### src/rtl/rx_uart_if.sv
// Serial-receive bundle: line and oversampling tick in, received word, done strobe and frame flags out.
interface rx_uart_if #(
    parameter int N_DATA = 8
);
    logic              rx;
    logic              s_tick;
    logic [N_DATA-1:0] dout;
    logic              rx_done_tick;
    logic              parity_err;
    logic              frame_err;

    modport master (
        output rx,
        output s_tick,
        input  dout,
        input  rx_done_tick,
        input  parity_err,
        input  frame_err
    );

    modport slave (
        input  rx,
        input  s_tick,
        output dout,
        output rx_done_tick,
        output parity_err,
        output frame_err
    );
endinterface

### src/rtl/rx_uart.sv
// UART receiver: start, N_DATA bits LSB first, parity, stop; 16x oversampled via s_tick.
// Latency: done strobe one clock after the stop-bit centre sample. Backpressure: none, each frame is delivered once.
module rx_uart #(
    parameter int N_DATA      = 8,
    parameter int DATA_TICKS  = 15,
    parameter int MID_TICKS   = 7,
    parameter int PARITY_MODE = 0
) (
    input  logic       clock,
    input  logic       reset,
    rx_uart_if.slave   bus
);

    localparam int              BW       = (N_DATA > 1) ? $clog2(N_DATA) : 1;
    localparam logic [3:0]      TICK_END = 4'(DATA_TICKS);
    localparam logic [3:0]      TICK_MID = 4'(MID_TICKS);
    localparam logic [BW-1:0]   BIT_LAST = BW'(N_DATA - 1);

    typedef enum logic [4:0] {
        IDLE  = 5'b00001,
        START = 5'b00010,
        DATA  = 5'b00100,
        PAR   = 5'b01000,
        STOP  = 5'b10000
    } state_t;

    state_t            state_q, state_d;
    logic [3:0]        tick_q, tick_d;
    logic [BW-1:0]     bit_q, bit_d;
    logic [N_DATA-1:0] shreg_q, shreg_d;
    logic              par_ok_q, par_ok_d;
    logic [N_DATA-1:0] dout_q, dout_d;
    logic              done_q, done_d;
    logic              perr_q, perr_d;
    logic              ferr_q, ferr_d;
    logic              rx_meta, rx_s;
    logic              par_xor, par_sample;

    // rx is asynchronous to clock; reset to idle-high so reset release does not look like a start bit
    always_ff @(posedge clock or negedge reset) begin
        if (!reset) begin
            rx_meta <= 1'b1;
            rx_s    <= 1'b1;
        end else begin
            rx_meta <= bus.rx;
            rx_s    <= rx_meta;
        end
    end

    assign par_xor    = ^{shreg_q, rx_s};
    assign par_sample = (PARITY_MODE == 0) ? !rx_s :
                        (PARITY_MODE == 1) ? !par_xor : par_xor;

    always_ff @(posedge clock or negedge reset) begin
        if (!reset) begin
            state_q  <= IDLE;
            tick_q   <= '0;
            bit_q    <= '0;
            shreg_q  <= '0;
            par_ok_q <= 1'b0;
            dout_q   <= '0;
            done_q   <= 1'b0;
            perr_q   <= 1'b0;
            ferr_q   <= 1'b0;
        end else begin
            state_q  <= state_d;
            tick_q   <= tick_d;
            bit_q    <= bit_d;
            shreg_q  <= shreg_d;
            par_ok_q <= par_ok_d;
            dout_q   <= dout_d;
            done_q   <= done_d;
            perr_q   <= perr_d;
            ferr_q   <= ferr_d;
        end
    end

    always_comb begin
        state_d  = state_q;
        tick_d   = tick_q;
        bit_d    = bit_q;
        shreg_d  = shreg_q;
        par_ok_d = par_ok_q;
        dout_d   = dout_q;
        done_d   = 1'b0;
        perr_d   = perr_q;
        ferr_d   = ferr_q;
        unique case (state_q)
            IDLE: begin
                if (!rx_s) begin
                    state_d = START;
                    tick_d  = '0;
                end
            end
            START: begin
                if (bus.s_tick) begin
                    if (tick_q == TICK_MID) begin
                        // a start bit that is gone by its centre is treated as line noise
                        if (!rx_s) begin
                            state_d = DATA;
                            tick_d  = '0;
                            bit_d   = '0;
                        end else begin
                            state_d = IDLE;
                        end
                    end else begin
                        tick_d = tick_q + 4'd1;
                    end
                end
            end
            DATA: begin
                if (bus.s_tick) begin
                    if (tick_q == TICK_END) begin
                        tick_d  = '0;
                        shreg_d = {rx_s, shreg_q[N_DATA-1:1]};
                        if (bit_q == BIT_LAST) state_d = PAR;
                        else                   bit_d   = bit_q + BW'(1);
                    end else begin
                        tick_d = tick_q + 4'd1;
                    end
                end
            end
            PAR: begin
                if (bus.s_tick) begin
                    if (tick_q == TICK_END) begin
                        tick_d   = '0;
                        par_ok_d = par_sample;
                        state_d  = STOP;
                    end else begin
                        tick_d = tick_q + 4'd1;
                    end
                end
            end
            STOP: begin
                if (bus.s_tick) begin
                    if (tick_q == TICK_END) begin
                        // frames with errors are still delivered; the flags tell the consumer
                        tick_d  = '0;
                        dout_d  = shreg_q;
                        perr_d  = !par_ok_q;
                        ferr_d  = !rx_s;
                        done_d  = 1'b1;
                        state_d = IDLE;
                    end else begin
                        tick_d = tick_q + 4'd1;
                    end
                end
            end
            default: state_d = IDLE;
        endcase
    end

    assign bus.dout         = dout_q;
    assign bus.rx_done_tick = done_q;
    assign bus.parity_err   = perr_q;
    assign bus.frame_err    = ferr_q;

endmodule
### src/flat_wrapper.sv
// flat-port wrapper written by rule: the top's interface ports become plain ports
module rx_uart_flat 
#(
    parameter int N_DATA      = 8,
    parameter int DATA_TICKS  = 15,
    parameter int MID_TICKS   = 7,
    parameter int PARITY_MODE = 0
)
  (clock, reset, bus_rx, bus_s_tick, bus_dout, bus_rx_done_tick, bus_parity_err, bus_frame_err);
  rx_uart_if #(.N_DATA(N_DATA)) bus_i ();
  input  logic clock;
  input  logic reset;
  input wire logic [$bits(bus_i.rx)-1:0] bus_rx;
  input wire logic [$bits(bus_i.s_tick)-1:0] bus_s_tick;
  output wire logic [$bits(bus_i.dout)-1:0] bus_dout;
  output wire logic [$bits(bus_i.rx_done_tick)-1:0] bus_rx_done_tick;
  output wire logic [$bits(bus_i.parity_err)-1:0] bus_parity_err;
  output wire logic [$bits(bus_i.frame_err)-1:0] bus_frame_err;
  assign bus_i.rx = bus_rx;
  assign bus_i.s_tick = bus_s_tick;
  assign bus_dout = bus_i.dout;
  assign bus_rx_done_tick = bus_i.rx_done_tick;
  assign bus_parity_err = bus_i.parity_err;
  assign bus_frame_err = bus_i.frame_err;
  rx_uart #(.N_DATA(N_DATA), .DATA_TICKS(DATA_TICKS), .MID_TICKS(MID_TICKS), .PARITY_MODE(PARITY_MODE)) u_core (.clock(clock), .reset(reset), .bus(bus_i));
endmodule
### config.mk
export PLATFORM = sky130hd
export DESIGN_NAME = rx_uart_flat
export DESIGN_NICKNAME = d
export VERILOG_FILES = /design/src/rtl/rx_uart_if.sv /design/src/rtl/rx_uart.sv /design/src/flat_wrapper.sv
export SDC_FILE = /design/constraint.sdc
export NUM_CORES = 1
export LEC_CHECK = 0
export ABC_AREA = 1
export ABC_CLOCK_PERIOD_IN_PS = 3250
export CELL_PAD_IN_SITES_DETAIL_PLACEMENT = 0
export CELL_PAD_IN_SITES_GLOBAL_PLACEMENT = 2
export CORE_MARGIN = 1
export CORE_UTILIZATION = 37
export DETAILED_ROUTE_END_ITERATION = 10
export PLACE_DENSITY = 0.8
export SLEW_MARGIN = 20
export SYNTH_ARGS = -nofsm -noshare
export SYNTH_HDL_FRONTEND = slang
export SYNTH_SLANG_ARGS = --single-unit
### constraint.sdc
create_clock -name clock -period 3.25 [get_ports clock]
set_input_delay 0.65 -clock clock [delete_from_list [all_inputs] [get_ports clock]]
set_output_delay 0.65 -clock clock [all_outputs]
set_load 0.1 [all_outputs]
[Word-level counts from Yosys, hierarchy flattened]
Index checks and enable logic that the tools add are counted.
Storage, ports and cells
  flip-flop bits (word level): 34
  output and inout port bits: 11
Cells by class
  add/sub/neg operators: 2
  eq/ne operators: 21
  mux-type cells: 28
  reduce and logical (&&, ||, !) cells: 11
Operator list (number)
  2-to-1 mux 5 bit: 10
  one-hot mux 5 bit (5 select lines): 1
  2-to-1 mux 3 bit: 7
  2-to-1 mux 4 bit: 5
  inequality test 2 bit (second input constant): 7
  inequality test 2 x 1 -> 1 bit (second input constant): 6
  one-hot mux 4 bit (3 select lines): 1
  AND reduction 3 bit: 4
  AND reduction 10 bit: 1
  AND reduction 7 bit: 1
  one-hot mux 3 bit (2 select lines): 1
  equality test 5 x 1 -> 1 bit (second input constant): 1
  equality test 5 x 2 -> 1 bit (second input constant): 1
  equality test 5 x 3 -> 1 bit (second input constant): 1
  equality test 5 x 4 -> 1 bit (second input constant): 1
  equality test 5 bit (second input constant): 1
  adder 4 x 1 -> 4 bit (second input constant): 1
  equality test 4 x 3 -> 1 bit (second input constant): 1
  equality test 4 bit (second input constant): 1
  adder 3 x 1 -> 3 bit (second input constant): 1
  equality test 3 bit (second input constant): 1
  2-to-1 mux 1 bit: 3
  nonzero test 3 bit: 1
  OR reduction 3 bit: 1
  2 further kinds: 3

[Depth between registers and ports, before layout]
  depth after elaboration: 5
  gate-level depth with buffers: 11

[Least setup slack after synthesis]
Ideal clock, no wire load.
  kind: reg2out
  from: register u_core.dout_q[0], in the netlist u_core.bus.dout[0]
  to: output port bus_dout[0]
  arrival: 0.898 ns
  required time: 2.600 ns
  slack: 1.702 ns
  stages on the path, launching flop included: 1
  buffers on the path: 0
  cells stage by stage: dfrtp_1
RTL lines
  from (decl): RTL line rx_uart.sv:32  | logic [N_DATA-1:0] dout_q, dout_d;
  from (signal assigned): RTL line rx_uart.sv:71  | dout_q <= dout_d;
  to (decl): RTL line flat_wrapper.sv:15  | output wire logic [$bits(bus_i.dout)-1:0] bus_dout;
No word-level cell between the ends.

[Final worst setup path]
  from: input port bus_s_tick
  to: register u_core.state_q[2]
Between the ends
  word-level cells in the longest chain between the ends: 2
  elaborated cells on any way between the ends: 5
RTL lines
  from (decl): RTL line flat_wrapper.sv:14  | input wire logic [$bits(bus_i.s_tick)-1:0] bus_s_tick;
  inequality test 2 bit (no source line)
  AND reduction 10 bit (no source line) *
  to (signal assigned): RTL line rx_uart.sv:66  | state_q <= state_d;
  to (decl): RTL line rx_uart.sv:27  | state_t state_q, state_d;
Every way passes the cells marked *; elsewhere a longest branch is shown, timed or not.
A chain may end at the register's enable or synchronous reset.

==> reports/qor.yml <==
run_status: "completed"
min_path_type: "reg2reg"
io_buffers: 14
chipWidth_um: 74.82
avgSynthCellArea_um2: 8.175
detailroute.via_count: 1510
die_y_um: 74.82
rsz0062_at_grt: "no"
buffers_inserted_by_post_cts_timing_repair: 0
clock_tree.htree_level_count: 2
critical_path.most_common_cell: "nand2_1"
final-hold-violation-count: 0
layout.core_utilization_pct: 43.66
clock.fmax_mhz: 578.8
first_pass_grt_wire_length_mm: 6.672
placeableCoreArea_um2: 5107
synth.distinct_cells: 25
filler_cell_count: 533
grt_usage_pct: 16.17
die_area_um2: 5597
aggregate_routed_wire_length_mm: 3.920
critPathMaxFanout: 4
critical_path.slowest_cell: "clkdlybuf4s50_1"
synthesis.instances: 240
setup_viol: 0
drt-pass1-iter-count: 4
drc: 0
ctsRootBufferMaster: "clkbuf_8"
cts_inserted_buffers: 5
drv_cap: 0
period_share_pct: 53.16
cellPowerDensity_nw_per_um2: 659.8
peak_supply_drop_mv: 0.3338
placedCellCount: 322
num_io_pins: 15
drv_slew: 0
core.rowCount: 26
maximum_buffer_depth_of_the_clock_tree: 2
worst-setup-path-type: "in2reg"
area.sequential_um2: 854.6
drive_above_1_share_pct: 26.15
arrival_ps: 1900
ant_nets: 0
kind_of_capture_point_of_the_worst_setup_path: "flop"
area.growth.synth_to_final_pct: 13.65
drt_iter0_markers: 74
mappedNetlistArea_um2: 1962
portion_of_the_post_synthesis_area_used_by_sequential_elements_pct: 43.56
slowest_delay_ps: 540
top_area_cell_type_share_of_the_netlist_area_pct: 39.54
leak_pwr_uw: 0.001189
ys_warn_count: 0
finalCriticalPeriod_ps: 1728
finalWeightedCongestion: 0.7906
grt_antenna_before_repair: 0
final.hold.worst_slack_ps: 357.7
layout_net_count: 266
finClkSkew_ps: 4.242
critPathRequiredTime_ps: 3420
multiInputGateArea_um2: 947.2
critical_path.cell_chain: "clkdlybuf4s50_1 -> inv_1 -> nand4_1 -> nand2_1 -> nor2_2 -> nand3_2 -> nand2_1 -> nand2_1"
detail_route.wl_per_cell_um: 11.88
clock_input_transition_at_the_sequential_cells_of_the_worst_setup_and_hold_paths_ps: 70
clkLatencyLatePin_ps: 280
first_global_vias: 1437
place_hpwl_mm: 2.888
synthesized_nets: 247
worstMarginPinSlew_ps: 435.8
cts_tree: "yes"
ys_ff_latch: 34
worst_path_dominant_cell_family: "buffers and inverters"
post_layout_nonfiller_instances: 330
hold_buffers: 0
timing.critical_path.from_type: "input pin"
vias_per_cell: 4.576
antenna-diode-count: 0
grt_overflow_total: 0
cp.buffers_inverters: 2
synth_area_leaders: "dfrtp_1 (40%), nand2_1 (16%), o21ai_2 (8.0%)"
slew_headroom_pct: 70.95
grt_start_max_net_pins: 35
synth_largest_area_cell: "dfrtp_1"
clock_sink_count: 34
start_util_pct: 38.41
cts.repair.resized: 0
summed_negative_setup_slack_over_all_endpoints_ps: 0
-- worst reg2reg max path: stages, from the launching register on --
cell	delay [ps]
dfrtp_1	430
ha_1	270
nand2_4	90
inv_1	70
nand2_1	90
nand3_1	130
nand2_1	100
inv_1	170
nand2_1	140
nand2_1	80
nand2_1	40
-- layout make-up --
type                       instances  area share (%)
multi-input combinational        169           42.48
clock buffer                       8           4.040
sequential                        34           38.33
timing repair buffer              15           5.387
inverter                          34           5.836
tap                               70           3.928
-- registers in the layout (all words and copies together) (netlist names) --
| name | cells |
|---|---|
| u_core.bus.dout | 8 |
| u_core.shreg_q | 8 |
| u_core.state_q | 5 |
| u_core.tick_q | 4 |
| u_core.bit_q | 3 |
| u_core.bus.frame_err | 1 |
| u_core.bus.parity_err | 1 |
| u_core.bus.rx_done_tick | 1 |
| u_core.par_ok_q | 1 |
| u_core.rx_meta | 1 |
| u_core.rx_s | 1 |
-- logic make-up (layout without fill, tap and decap cells) --
| family | Yosys count | in the layout | share of synthesized area (%) |
|---|---|---|---|
| xor+xnor | 1 | 1 | 0.4465 |
| flops | 34 | 34 | 43.56 |
| buf+inv | 37 | 57 | 8.163 |
| compound gates | 26 | 26 | 10.46 |
| fa+ha+maj | 3 | 3 | 1.913 |
| simple gates | 139 | 139 | 35.46 |
-- cell usage in the layout (no fill, tap or decap), drive strengths merged --
cell type,n
nand3,14
inv,34
nand2,91
ha,3
clkdlybuf4s50,3
nand4,9
o21ai,21
dfstp,3
nand3b,1
dfrtp,31
o211ai,3
clkbuf,8
nor2,24
a21oi,2
buf,12
xnor2,1
-- synth_stat cells, drive strengths merged --
master  number
nand3b       1
a21oi        2
nand2       91
nor2        24
nand4        9
buf          2
xnor2        1
ha           3
dfrtp       31
o211ai       3
dfstp        3
clkbuf       1
o21ai       21
inv         34
nand3       14
-- path summary, 6_finish.rpt --
kind                                   from                 end  slack (ps)  cells past startpoint
max                              bus_s_tick   u_core.state_q[2]        1520                      8
min reg2reg                  u_core.rx_meta         u_core.rx_s         360                      0
max reg2reg                u_core.tick_q[0]     u_core.bit_q[1]        1540                     10
min in group asynchronous             reset  u_core.bus.dout[5]         780                      2
min                          u_core.rx_meta         u_core.rx_s         360                      0
max in group asynchronous             reset      u_core.rx_meta        2130                      2
-- report_power, final --
group          switching, uW  internal, uW
combinational            413           194
clock                    144           173
sequential              72.5           475
-- metrics by stage --
step	total power [uW]	setup WS, ps	cell area, um^2
5_1_grt	1599	1402	2230
3_5_place_dp	1171	1230	2140
3_3_place_gp	1182	1272	2140
2_1_floorplan	1018	1702	1962
4_1_cts	1502	1530	2230
6_report	1471	1522	2230
-- metal layers --
layer  vias to the layer above  GRT usage [%]  wire length, um
li1                        797              -                -
met1                       681          21.40             2025
met2                        26          26.03             1698
met3                         6          3.213              134
met4                         0          6.289               63
met5                         -              0                0
Power figures use the tool's default switching activity.
